==> config.mk <==
export PLATFORM = sky130hd
export DESIGN_NAME = polyphase_interp
export DESIGN_NICKNAME = d
export VERILOG_FILES = /design/src/rtl/polyphase_interp.sv
export SDC_FILE = /design/constraint.sdc
export NUM_CORES = 2
export LEC_CHECK = 0
export CAP_MARGIN = 20
export CORE_MARGIN = 2
export CORE_UTILIZATION = 40
export CTS_CLUSTER_SIZE = 8
export DETAILED_ROUTE_END_ITERATION = 8
export PLACE_DENSITY_LB_ADDON = 0.25
export SYNTH_ARGS = -nofsm -noshare
export SYNTH_HDL_FRONTEND = slang
export SYNTH_SLANG_ARGS = --single-unit
==> constraint.sdc <==
create_clock -name i_clk -period 17.4 [get_ports i_clk]
set_input_delay 4.35 -clock i_clk [delete_from_list [all_inputs] [get_ports i_clk]]
set_output_delay 4.35 -clock i_clk [all_outputs]
set_load 0.1 [all_outputs]
==> src/rtl/polyphase_interp.sv <==
// polyphase_interp
//   Time-multiplexed polyphase interpolator. Each accepted input sample
//   produces UPFACTOR output samples. Output phase p is
//   y_p = sum_k h[k*UPFACTOR+p] * x[k], computed with one
//   multiplier-accumulator. Each result is rounded to OW bits with
//   round-half-to-even, then either saturated or wrapped.
//
// Ports
//   i_clk, i_reset_n    clock; asynchronous active-low reset
//   i_coef_we/addr/data coefficient RAM write (ignored while o_busy)
//   i_valid, o_ready    input sample handshake, sample on i_sample
//   o_valid, i_ready    output sample handshake, sample on o_sample
//   o_busy              block is not idle
//   o_ovf               sticky overflow flag (cleared only by reset)
module polyphase_interp #(
  parameter int IW       = 16,
  parameter int TW       = 16,
  parameter int OW       = 16,
  parameter int NTAPS    = 32,
  parameter int UPFACTOR = 4,
  parameter int SAT      = 1
) (
  input  logic                     i_clk,
  input  logic                     i_reset_n,
  input  logic                     i_coef_we,
  input  logic [$clog2(NTAPS)-1:0] i_coef_addr,
  input  logic [TW-1:0]            i_coef_data,
  input  logic                     i_valid,
  output logic                     o_ready,
  input  logic [IW-1:0]            i_sample,
  output logic                     o_valid,
  input  logic                     i_ready,
  output logic [OW-1:0]            o_sample,
  output logic                     o_busy,
  output logic                     o_ovf
);

  localparam int L   = NTAPS / UPFACTOR;
  localparam int AW  = IW + TW + $clog2(L);
  localparam int D   = IW + TW - 1 - OW;
  localparam int PW  = $clog2(UPFACTOR);
  localparam int KW  = $clog2(L + 1);
  localparam int LW  = $clog2(L);
  localparam int MW  = IW + TW;
  localparam int CAW = $clog2(NTAPS);
  // One bit more than the truncated accumulator, so the round-up carry can
  // never wrap.
  localparam int RW  = AW - D + 1;

  localparam logic [KW-1:0] KLAST = KW'(L);
  localparam logic [PW-1:0] PLAST = PW'(UPFACTOR - 1);
  localparam logic [D-1:0]  HALF  = D'(1) << (D - 1);

  typedef enum logic [1:0] {IDLE, MAC, OUT} state_e;

  function automatic logic signed [RW-1:0] round_conv(input logic signed [AW-1:0] a);
    logic signed [RW-1:0] t;
    logic [D-1:0]         rem;
    logic                 up;
    t   = RW'(a >>> D);
    rem = a[D-1:0];
    up  = (rem > HALF) || ((rem == HALF) && t[0]);
    return t + signed'({{(RW-1){1'b0}}, up});
  endfunction

  function automatic logic fits_ow(input logic signed [RW-1:0] r);
    logic signed [OW-1:0] lo;
    lo = r[OW-1:0];
    return RW'(lo) == r;
  endfunction

  function automatic logic [OW-1:0] to_ow(input logic signed [RW-1:0] r);
    if (fits_ow(r) || (SAT == 0)) return r[OW-1:0];
    return r[RW-1] ? {1'b1, {(OW-1){1'b0}}} : {1'b0, {(OW-1){1'b1}}};
  endfunction

  state_e               state_q, state_d;
  logic [PW-1:0]        p_q, p_d;
  logic [KW-1:0]        k_q, k_d;
  logic signed [AW-1:0] acc_q, acc_d;
  logic signed [MW-1:0] prod_q, prod_d;
  logic                 valid_q, valid_d;
  logic [OW-1:0]        sample_q, sample_d;
  logic                 ovf_q, ovf_d;
  logic                 accept;

  // The coefficient RAM has no reset, so its contents survive i_reset_n.
  logic signed [TW-1:0] coef_q [NTAPS];
  logic signed [IW-1:0] x_q [L];

  logic [LW-1:0]        k_idx;
  logic [CAW-1:0]       tap_idx;
  logic signed [MW-1:0] mult;
  logic signed [AW-1:0] acc_sum;
  logic signed [RW-1:0] rounded;

  assign o_ready  = (state_q == IDLE);
  assign o_busy   = (state_q != IDLE);
  assign o_valid  = valid_q;
  assign o_sample = sample_q;
  assign o_ovf    = ovf_q;

  always_ff @(posedge i_clk) begin
    if (i_coef_we && !o_busy) coef_q[i_coef_addr] <= i_coef_data;
  end

  // Stage 0: tap select and multiply. k == L is the drain cycle and has no
  // tap, so the index is held at 0 to stay inside the arrays.
  always_comb begin
    k_idx   = (k_q < KLAST) ? LW'(k_q) : '0;
    tap_idx = CAW'(int'(k_idx) * UPFACTOR + int'(p_q));
    mult    = MW'(coef_q[tap_idx]) * MW'(x_q[k_idx]);
    acc_sum = acc_q + AW'(prod_q);
    rounded = round_conv(acc_sum);
  end

  always_comb begin
    state_d  = state_q;
    p_d      = p_q;
    k_d      = k_q;
    acc_d    = acc_q;
    prod_d   = prod_q;
    valid_d  = valid_q;
    sample_d = sample_q;
    ovf_d    = ovf_q;
    accept   = 1'b0;
    unique case (state_q)
      IDLE: begin
        if (i_valid) begin
          accept  = 1'b1;
          state_d = MAC;
          p_d     = '0;
          k_d     = '0;
          acc_d   = '0;
          prod_d  = '0;
        end
      end
      MAC: begin
        // Stage 1: accumulate the product registered on the previous cycle.
        acc_d = acc_sum;
        if (k_q < KLAST) begin
          prod_d = mult;
          k_d    = k_q + KW'(1);
        end else begin
          prod_d   = '0;
          state_d  = OUT;
          valid_d  = 1'b1;
          sample_d = to_ow(rounded);
          if (!fits_ow(rounded)) ovf_d = 1'b1;
        end
      end
      OUT: begin
        if (i_ready) begin
          valid_d = 1'b0;
          if (p_q != PLAST) begin
            p_d     = p_q + PW'(1);
            k_d     = '0;
            acc_d   = '0;
            prod_d  = '0;
            state_d = MAC;
          end else begin
            state_d = IDLE;
          end
        end
      end
      default: state_d = IDLE;
    endcase
  end

  always_ff @(posedge i_clk or negedge i_reset_n) begin
    if (!i_reset_n) begin
      state_q  <= IDLE;
      p_q      <= '0;
      k_q      <= '0;
      acc_q    <= '0;
      prod_q   <= '0;
      valid_q  <= 1'b0;
      sample_q <= '0;
      ovf_q    <= 1'b0;
      for (int i = 0; i < L; i++) x_q[i] <= '0;
    end else begin
      state_q  <= state_d;
      p_q      <= p_d;
      k_q      <= k_d;
      acc_q    <= acc_d;
      prod_q   <= prod_d;
      valid_q  <= valid_d;
      sample_q <= sample_d;
      ovf_q    <= ovf_d;
      if (accept) begin
        for (int i = L - 1; i > 0; i--) x_q[i] <= x_q[i-1];
        x_q[0] <= i_sample;
      end
    end
  end

endmodule

== After elaboration in Yosys (flattened, before gate mapping) ==
Memory sizes are Yosys's and may differ from the RTL's.
Index checks and enable logic that the tools add are counted.

* Bits in registers: 221
* Bits in latches: 0
* RAM bits: 512
* Memory bits (read-only): 0
* Output and inout bits: 20
* Memories kept: 1

{| class="wikitable"
|+ Memories
! memory !! words !! bits a word !! rd ports !! clocked after memory_dff !! wr ports !! line !! RTL
|-
| coef_q || 32 || 16 || 1 || 0 || 1 || 88 || <nowiki>logic signed [TW-1:0] coef_q [NTAPS];</nowiki>
|}

* Add/sub/neg operators: 5
* Multiply operators: 1
* Div/mod/pow operators: 0
* $lt $le $gt $ge: 3
* Equality and inequality tests: 10
* Shifts and indexed selects: 0
* Multiplexer cells: 40
* Bitwise gates (word level): 3
* Reduce and logical (&&, ||, !) cells: 16

{| class="wikitable"
|+ Operators with widths
! operator !! count
|-
| $mux W32 || 4
|-
| $mux W35 || 3
|-
| $pmux W35 S3 || 1
|-
| $pmux W32 S3 || 1
|-
| $mux W16 || 5
|-
| $bmux W16 S3 || 1
|-
| $add A35 B32 Y35 || 1
|-
| $mul A16 B16 Y32 || 1
|-
| $add A20 B2 Y21 || 1
|-
| $mux W4 || 4
|-
| $eq A15 B15 Y1 const B || 1
|-
| $gt A15 B15 Y1 const B || 1
|-
| $mux W2 || 6
|-
| $ne A2 B2 Y1 const B || 6
|-
| $pmux W4 S3 || 1
|-
| $mux W1 || 10
|-
| $reduce_and A3 Y1 || 3
|-
| $reduce_and A4 Y1 || 2
|-
| $pmux W2 S3 || 1
|-
| $reduce_bool A2 Y1 || 3
|-
| $add A5 B2 Y5 || 1
|-
| $eq A1 B5 Y1 || 1
|-
| $reduce_and A5 Y1 || 1
|-
| $add A4 B1 Y4 const B || 1
|-
| other kinds (16) || 18
|}

== Longest topological paths before layout ==
* Word-level depth: 10
* Mapped depth: 33
* Mapped depth without buffers: 29

== Worst setup path after synthesis ==
Ideal clock, no wire load.

* Path type: register to register
* Start point: reg p_q[0]
* End point: reg prod_q[30]
* Setup time: 133 ps
* Arrival time: 8,589 ps
* Required time: 17,267 ps
* Path slack: 8,678 ps
* Stages on the path, launching flop included: 28
* Buffers on the path: 4
* Cell sequence: dfrtp_1 > clkbuf_1 > buf_1 > buf_1 > clkbuf_1 > mux4_2 > mux4_2 > mux2i_1 > nor2_1 > fa_1 > inv_1 > fa_1 > fa_1 > fa_1 > inv_1 > fa_1 > inv_1 > fa_1 > inv_1 > ha_1 > and3_1 > a211oi_1 > nor3_1 > a31oi_1 > o311a_1 > o41ai_1 > xnor2_1 > o21ai_0

* Word-level cells in the longest chain between the ends: 5

{| class="wikitable"
|+ RTL lines
! item !! line !! RTL
|-
| from (decl) || 78 || <nowiki>logic [PW-1:0] p_q, p_d;</nowiki>
|-
| from (signal assigned) || 183 || <nowiki>p_q <= p_d;</nowiki>
|-
| $add A5 B2 Y5 || 111 || <nowiki>tap_idx = CAW'(int'(k_idx) * UPFACTOR + int'(p_q));</nowiki>
|-
| $mem_v2 Z32 W16 || -- ||
|-
| $mul A16 B16 Y32 || 112 || <nowiki>mult = MW'(coef_q[tap_idx]) * MW'(x_q[k_idx]);</nowiki>
|-
| $mux W32 || 141 || <nowiki>if (k_q < KLAST) begin</nowiki>
|-
| $pmux W32 S3 || 127 || <nowiki>unique case (state_q)</nowiki>
|-
| to (signal assigned) || 186 || <nowiki>prod_q <= prod_d;</nowiki>
|-
| to (decl) || 81 || <nowiki>logic signed [MW-1:0] prod_q, prod_d;</nowiki>
|}

Parallel ways exist; a longest one is shown, timed or not.
A chain may end at the register's enable or synchronous reset.

== Final worst setup path ==
Ends and elaborated chain as after synthesis.

==> impl_metrics.py <==
metrics = {
    "run": {
        "cap_viol_max_count": 0,
    },
    "synthesis": {
        "netlist_instances": 2894,
        "synth_cell_type_count": 84,
        "synth_seq_area_share_pct": 51.1,
        "netlist_area_um2": 40900,
        "mappedNetlistNets": 3318,
        "synth-seq-cells": 733,
        "most_area_hungry_cell_type_in_the_yosys_netlist": "edfxtp_1",
        "synthDominantCellAreaShare_pct": 37.6,
        "synth-main-ff-cell": "edfxtp_1",
        "synth.yosys.warnings": 0,
        "ys_top_cells_by_area": "edfxtp_1, dfrtp_1, fa_1",
        "syn_area_per_cell_um2": 14.1,
        "synthArstFlopShare_pct": 30.2,
        "synth-edff-count": 512,
    },
    "finish": {
        "final.fill_count": 8973,
        "area_delta_synth_final_pct": 13.3,
        "multi_input_area_um2": 18400,
        "final_nets": 3426,
        "diodes": 0,
        "fin_area_um2": 46400,
        "share_of_layout_cells_above_drive_strength_1_pct": 19.1,
        "storage_element_area_um2": 20900,
    },
    "sta": {
        "layout_min_cycle_time_ns": 9.41,
        "tightestPinTransition_ns": 1.07,
        "finalSetupViolations": 0,
        "total_negative_slack_for_setup_checks_ns": 0,
        "timing.clock.skew_ns": 0.0598,
        "max_slew_headroom_pct": 28.4,
        "grt_setup_unrepaired": "no",
        "finalMaxSlewViolations": 0,
        "period_share_pct": 54.1,
        "clock.fmax_mhz": 106,
        "finalHoldViolations": 0,
    },
    "clock_network": {
        "postCtsHoldBufs": 0,
        "cts_root_buffer": "clkbuf_16",
        "postCtsResizedCells": 0,
        "clkTransAtPathRegs_ns": 0.05,
        "clk_latency_ns": 0.69,
        "cts_buffers": 103,
        "cts-root-to-sink-buffers": 3,
        "cts_htree_levels": 3,
        "tritoncts": "done",
        "clock_sink_count": 733,
        "cts_post_setup_buffers_inserted": 0,
    },
    "place": {
        "io_buffer_count": 61,
        "placement.cell_area_um2": 43400,
        "dp_hpwl_um": 66400,
        "globalplace.congestion": 0.894,
    },
    "run_status": {
        "outcome": "complete, no violations",
    },
    "floorplan": {
        "start_util_pct": 40.3,
        "die_y_um": 324,
        "coreArea_um2": 102000,
        "num_rows": 117,
        "io-pin-count": 62,
        "die-width_um": 324,
        "design.die.area_um2": 105000,
    },
    "route": {
        "drt-wirelength-per-cell_um": 22.6,
        "overall_via_count_from_detail_route": 23900,
        "met3RoutedLength_um": 5680,
        "top_layer_used": "met4",
        "routed-wl-met2_um": 49200,
        "ant_nets": 0,
        "drt_iter0_markers": 1877,
        "firstDrtPassIters": 5,
        "drc": 0,
        "m1WireLength_um": 41600,
        "wl_um": 99500,
        "routed_via_density": 5.44,
    },
    "critical_path": {
        "setup.reg_to_reg.worst_slack_ns": 7.99,
        "criticalPathCategory": "flip-flop to flip-flop",
        "peak_fanout_along_the_critical_path": 107,
        "critPathArrivalTime_ns": 9.89,
        "cp.required_ns": 17.89,
        "critical_path.endpoint_type": "flip-flop",
        "critPathLaunchType": "flip-flop",
    },
    "global_route": {
        "grt_pass1_wl_um": 155000,
        "number_of_global_route_vias_before_repair": 25900,
        "overflow": 0,
        "global_route.usage.total_pct": 19.5,
        "grt_max_degree": 108,
        "grt_antenna_before_repair": 0,
    },
    "worst_hold_path": {
        "hold_path_class": "flip-flop to flip-flop",
    },
}
-- cell families (layout without fill, tap and decap cells) --
group	after synthesis	in the layout	synth area share, %
flops	733	733	51.1
simple gates	590	590	6.36
buf+inv	455	589	4.25
fa+ha+maj	382	382	16.5
mux	364	364	15.2
compound gates	298	298	5.07
xor+xnor	72	72	1.54
-- registers in the layout (all words and copies together), names as in the netlist --
register / cells
prod_q: 32
o_sample: 16
coef_q: 512
state_q: 2
o_ovf: 1
o_valid: 1
k_q: 4
x_q: 128
p_q: 2
acc_q: 35
-- per-stage QoR --
stage / hold slack, ns / instances / util, % / setup slack [ns]
after floorplan: 0.453 / 2894 / - / 8.68
after global placement: 0.460 / 4258 / 42.7 / 7.70
after detailed placement: 0.470 / 4258 / 42.7 / 7.58
after CTS: 0.484 / 4389 / 45.5 / 7.55
after global routing: 0.522 / 4396 / 45.7 / 7.27
final: 0.481 / 4396 / 45.7 / 7.99
-- worst max-delay path, cell delays in order (launching register included) --
cell and delay (ns):
dfrtp_4 0.75, buf_12 0.66, mux4_2 0.62, mux4_2 0.54, mux2i_1 0.61, nor2_1 0.14
fa_1 0.53, inv_1 0.05, fa_1 0.46, fa_1 0.50, fa_1 0.56, inv_1 0.05
fa_1 0.47, inv_1 0.04, fa_1 0.47, inv_1 0.04, ha_1 0.37, and3_1 0.21
a211oi_1 0.08, nor3_1 0.50, a31oi_1 0.30, o311a_1 0.39, o41ai_1 0.46, xnor2_1 0.16
o21ai_0 0.08
-- synth_stat cells, types with 8 or more instances --
cell	instances
and3_1	11
xor2_1	31
a22o_1	26
a21oi_1	58
buf_1	13
nor3_1	21
ha_1	119
and2_1	13
buf_2	8
o21a_1	8
o21ai_0	73
nor2_1	245
edfxtp_1	512
clkbuf_1	99
a31oi_1	11
nand4_1	13
nand2_1	201
or2_2	10
a211oi_1	11
or3_1	9
mux4_2	192
inv_1	332
fa_1	263
xnor2_1	41
nand2b_1	15
dfrtp_1	221
a21o_1	19
nand3_1	16
mux2i_1	30
o211ai_1	10
mux2_2	141
nor2b_1	8
-- path summary, 6_finish.rpt --
kind                               startpoint                     end  cells after the start
max                        p_q[0]$_DFFE_PN0P_  prod_q[30]$_DFFE_PN0P_                     24
min                         o_ovf$_DFFE_PN0P_       o_ovf$_DFFE_PN0P_                      1
max reg2reg                p_q[0]$_DFFE_PN0P_  prod_q[30]$_DFFE_PN0P_                     24
min reg2reg                 o_ovf$_DFFE_PN0P_       o_ovf$_DFFE_PN0P_                      1
max in group asynchronous           i_reset_n      p_q[1]$_DFFE_PN0P_                      2
min in group asynchronous           i_reset_n     x_q[15]$_DFFE_PN0P_                      1
-- layer usage --
metal / track usage [%] / vias to the layer above
li1: - / 10500
met3: 3.38 / 170
met2: 33.2 / 742
met4: 6.32 / 0
met1: 25.5 / 12500
met5: 0 / -
-- final cells by class --
cell class | instances | area share, %
flip-flops and latches | 733 | 45.1
multi-input cells | 1706 | 39.7
clock buffers | 123 | 5.80
well taps | 1368 | 3.69
inverters | 332 | 2.69
repair buffers | 126 | 2.65
clock inverters | 8 | 0.375
-- cells in the final DEF (no fill, tap or decap), types with 7 or more instances in the layout --
cell	count
o211ai_1	10
a211oi_1	11
a21o_1	19
nand3_1	16
and3_1	11
a31oi_1	11
or2_2	10
a21oi_1	58
a22o_1	26
inv_1	332
nand2b_1	13
nor3b_1	7
edfxtp_1	512
xnor2_1	41
xor2_1	31
clkbuf_16	105
mux4_2	192
mux2_2	141
and2_1	12
o21a_1	7
clkdlybuf4s50_1	60
dfrtp_1	219
nor3_1	21
nand4_1	13
or3_1	9
clkbuf_1	16
buf_4	58
nand2_1	201
nor2_1	232
o21ai_0	73
ha_1	119
nor2_4	13
mux2i_1	28
fa_1	263
o31ai_1	7
Power is not shown: default switching activity piles up to over one toggle a cycle in this logic, so the estimate is an artifact.
==> patch 1: new RTL, config.mk and constraints unchanged <==
Put one more register stage on the output `o_ovf`, with the module's reset. The value now appears one clock later. The other outputs are not delayed to match.
--- a/src/rtl/polyphase_interp.sv
+++ b/src/rtl/polyphase_interp.sv
@@ -99,5 +99,11 @@
   assign o_valid  = valid_q;
   assign o_sample = sample_q;
-  assign o_ovf    = ovf_q;
+  always_ff @(posedge i_clk or negedge i_reset_n) begin
+    if (!i_reset_n) begin
+      o_ovf <= '0;
+    end else begin
+      o_ovf <= ovf_q;
+    end
+  end
 
   always_ff @(posedge i_clk) begin
Function: same outputs for any inputs over 4 cycles, from zero or initial values and one cycle with i_reset_n low; that may be too few to reach the edited logic, so the function may still have changed.
==> patch 1 against the original RTL <==
- sequential cell count up 1
- first-iteration DRC count shrank 16%
- critical endpoint is now prod_q[31]$_DFFE_PN0P_
- highest routed layer unchanged
- setup slack worse by 0.54 ns
- sequential share of layout area is 0.26 points lower
- area after synthesis up 0.29%
- final area grew 0.71%
- clock skew rose by 0.0082 ns
- routed wire length fell by 1.5%
- critical path depth increased by 4
Power is left out: the tool's default activity adds up to more than one toggle a clock period on the data nets, which glitch-free logic cannot reach.
==> patch 1: results (changes against the original RTL) <==
Max stage delay on crit path=0.90 ns (+0.15 ns); Setup WS pre-CTS=7.523 ns (-0.05346 ns); Routed met3 length=4.539 mm (-20%); status=finished, final reports clean; first-pass detailed-route iteration total=7 (+2); DP Area=0.04354 mm^2 (+0.43%); Seq/total area=44.82% (-0.26 points); Multi-Input Combinational=1750 (+2.6%); DP HPWL=67.47 mm (+1.6%); clk_skew=0.06798 ns (+0.008171 ns); met1 usage=24.63% (-0.82 points); Post-Synth Adder-Cell Area=16.45% (-0.048 points); inverter count=322 (-3.0%); nonclk buf count=146 (+16%); Final Net Count=3481 (+1.6%); DR vias=23840 (-0.23%); Clock Latency Late Sink=0.67 ns (-0.02 ns); routing usage on met2=31.94% (-1.3 points); Rel. slew slack=28.35% (-0.046 points); Routed WL per cell=22.03 um (-2.7%); Multi-input gate area=0.01847 mm^2 (+0.24%); most frequent cells after synthesis=edfxtp_1, inv_1, nor2_1, fa_1, dfrtp_1; multiplexer share of the synthesized area=14.41% (-0.80 points); Max FO, Critical Path=65 (-39%); wire length on met1=41.44 mm (-0.29%); distinct cell type count after synthesis=74 (-12%)
## patch 1: cell types whose count changed after synthesis, moves of 7 or more
cell	unedited run	this run
inv_1	332	321
o21ai_0	73	83
nand2_1	201	190
nand2b_1	15	31
mux2_2	141	132
buf_1	13	28
a21oi_1	58	66
nor2_1	245	272
a21o_1	19	33
nand4_1	13	20
## patch 1: path summary, 6_finish.rpt
kind                       depth (start not counted)  slack, ns                endpoint               start
min reg2reg                                        0       0.38         o_ovf$_DFF_PN0_   ovf_q$_DFFE_PN0P_
max reg2reg                                       28       7.46  prod_q[31]$_DFFE_PN0P_  p_q[1]$_DFFE_PN0P_
max                                               28       7.46  prod_q[31]$_DFFE_PN0P_  p_q[1]$_DFFE_PN0P_
min                                                0       0.38         o_ovf$_DFF_PN0_   ovf_q$_DFFE_PN0P_
max in group asynchronous                          2      12.27  prod_q[31]$_DFFE_PN0P_           i_reset_n
min in group asynchronous                          1       3.76     x_q[48]$_DFFE_PN0P_           i_reset_n
==> patch 2: new RTL, same flow settings <==
Made on the original files. The parameter `SAT` goes from 1 to 0.
--- a/src/rtl/polyphase_interp.sv
+++ b/src/rtl/polyphase_interp.sv
@@ -19,5 +19,5 @@
   parameter int NTAPS    = 32,
   parameter int UPFACTOR = 4,
-  parameter int SAT      = 1
+  parameter int SAT      = 0
 ) (
   input  logic                     i_clk,
Check against the original RTL: same outputs for any inputs over 4 cycles, from zero or initial values and one cycle with i_reset_n low; that may be too few to reach the edited logic, so the function may still have changed.
==> patch 2 against the original RTL <==
- cell count increased by 3.1%
- setup slack got worse by 0.62 ns
- sequential share of layout area decreased by 0.56 points
- synthesized cell count increased by 3.5%
- sequential cell count unchanged
- non-clock buffer count increased by 29
- routed wire length increased by 2.8%
- via count increased by 2.3%
- final area increased by 1.3%
- area after synthesis increased by 0.70%
- largest cell class unchanged
Power is not shown: default switching activity piles up to over one toggle a cycle in this logic, so the estimate is an artifact.
==> patch 2: results (changes against the original RTL) <==
status=finished, final reports clean; share of cells above drive strength 1=18.98% (-0.073 points); DP HPWL=68.83 mm (+3.6%); depth of the most critical reg-to-reg path=28 (+17%); first-pass detailed-route iteration total=7 (+2); Hold Worst Slack=0.4746 ns (-0.006357 ns); clk_skew=0.06784 ns (+0.008038 ns); Tot GR Track Use=19.59% (+0.061 points); WHS Endpoint=o_sample[7]$_DFFE_PN0P_; Initial DRC Count=1890 (+0.69%); fill count=9001 (+0.31%); Final Net Count=3553 (+3.7%); post-CTS setup buffer count=0 (unchanged); Reg2Reg Launch Point=p_q[1]$_DFFE_PN0P_; Worst Tran Pin Value=1.106 ns (+0.03425 ns); FF-to-FF setup slack=7.37 ns (-0.62 ns); Hold Path Origin=o_sample[7]$_DFFE_PN0P_; met3 Use GR=3.482% (+0.098 points); GP Congestion=0.9002 (+0.65%); hold path cells=2 (+1); initial antenna violation count=2 (+2); synth top area cells=edfxtp_1, dfrtp_1, fa_1, mux4_2, mux2_2; Routed WL per cell=22.57 um (-0.29%); syn nets=3419 (+3.0%); Max FO, Critical Path=52 (-51%); most frequent cells after synthesis=edfxtp_1, inv_1, fa_1, nor2_1, nand2_1; Top delay family on crit path=adder cells; number of global-route vias before repair=26140 (+0.76%); distinct cell type count after synthesis=91 (+8.3%); Vias/cell=5.390 (-0.86%); routing usage on met2=33.19% (-0.040 points); arrival time at the worst endpoint=10.59 ns (+0.70 ns); Max stage delay on crit path=0.78 ns (+0.03 ns); r2r endpoint=prod_q[25]$_DFFE_PN0P_; met1 usage=26.06% (+0.61 points); first-pass GRT wire length=158.6 mm (+2.2%)
==> patch 2: metrics by stage <==
step | instance area, um^2 | setup slack [ns] | cells
after floorplan | 41220 | 8.594 | 2995
after global placement | 43630 | 6.848 | 4372
after detailed placement | 43640 | 6.681 | 4373
after CTS | 46610 | 6.721 | 4515
after global routing | 46980 | 6.831 | 4534
final | 46980 | 7.374 | 4534
==> patch 2: tightest hold or removal path, stage by stage (launching register included) <==
cell     delay, ns
dfrtp_1       0.33
nand2_1       0.05
o21ai_0       0.06
==> patch 2: cell families (layout without fill, tap and decap cells) <==
kind of cell | after synthesis | in the layout | share of synthesized area, %
AND/OR/NAND/NOR | 678 | 678 | 7.412
adder cells (fa/ha/maj) | 382 | 382 | 16.38
buffers and inverters | 459 | 630 | 4.398
AO/OA/AOI/OAI | 332 | 332 | 5.242
multiplexers | 345 | 345 | 14.43
XOR/XNOR | 66 | 66 | 1.420
flip-flops | 733 | 733 | 50.71
==> patch 2: worst max path at each step <==
stage	cells after the start	end	start
floorplan	31	prod_q[25]$_DFFE_PN0P_	p_q[0]$_DFFE_PN0P_
CTS	26	prod_q[25]$_DFFE_PN0P_	p_q[0]$_DFFE_PN0P_
detailed placement	26	prod_q[25]$_DFFE_PN0P_	p_q[0]$_DFFE_PN0P_
global route	28	prod_q[25]$_DFFE_PN0P_	p_q[0]$_DFFE_PN0P_
global placement	26	prod_q[25]$_DFFE_PN0P_	p_q[0]$_DFFE_PN0P_
finish	28	prod_q[25]$_DFFE_PN0P_	p_q[1]$_DFFE_PN0P_
==> patch 2: layout make-up <==
class,count,area share [%]
Timing Repair Buffer,155,3.281
Clock inverter,10,0.5300
Clock buffer,132,5.804
Sequential cell,733,44.52
Tap cell,1368,3.644
Multi-Input combinational cell,1803,39.56
Inverter,333,2.661
==> patch 2: per-layer routing <==
layer	up-vias	part of all wire (%)
li1	10910	-
met1	12700	42
met2	682	50
met3	143	5.6
met4	2	2.3
met5	-	0.0098
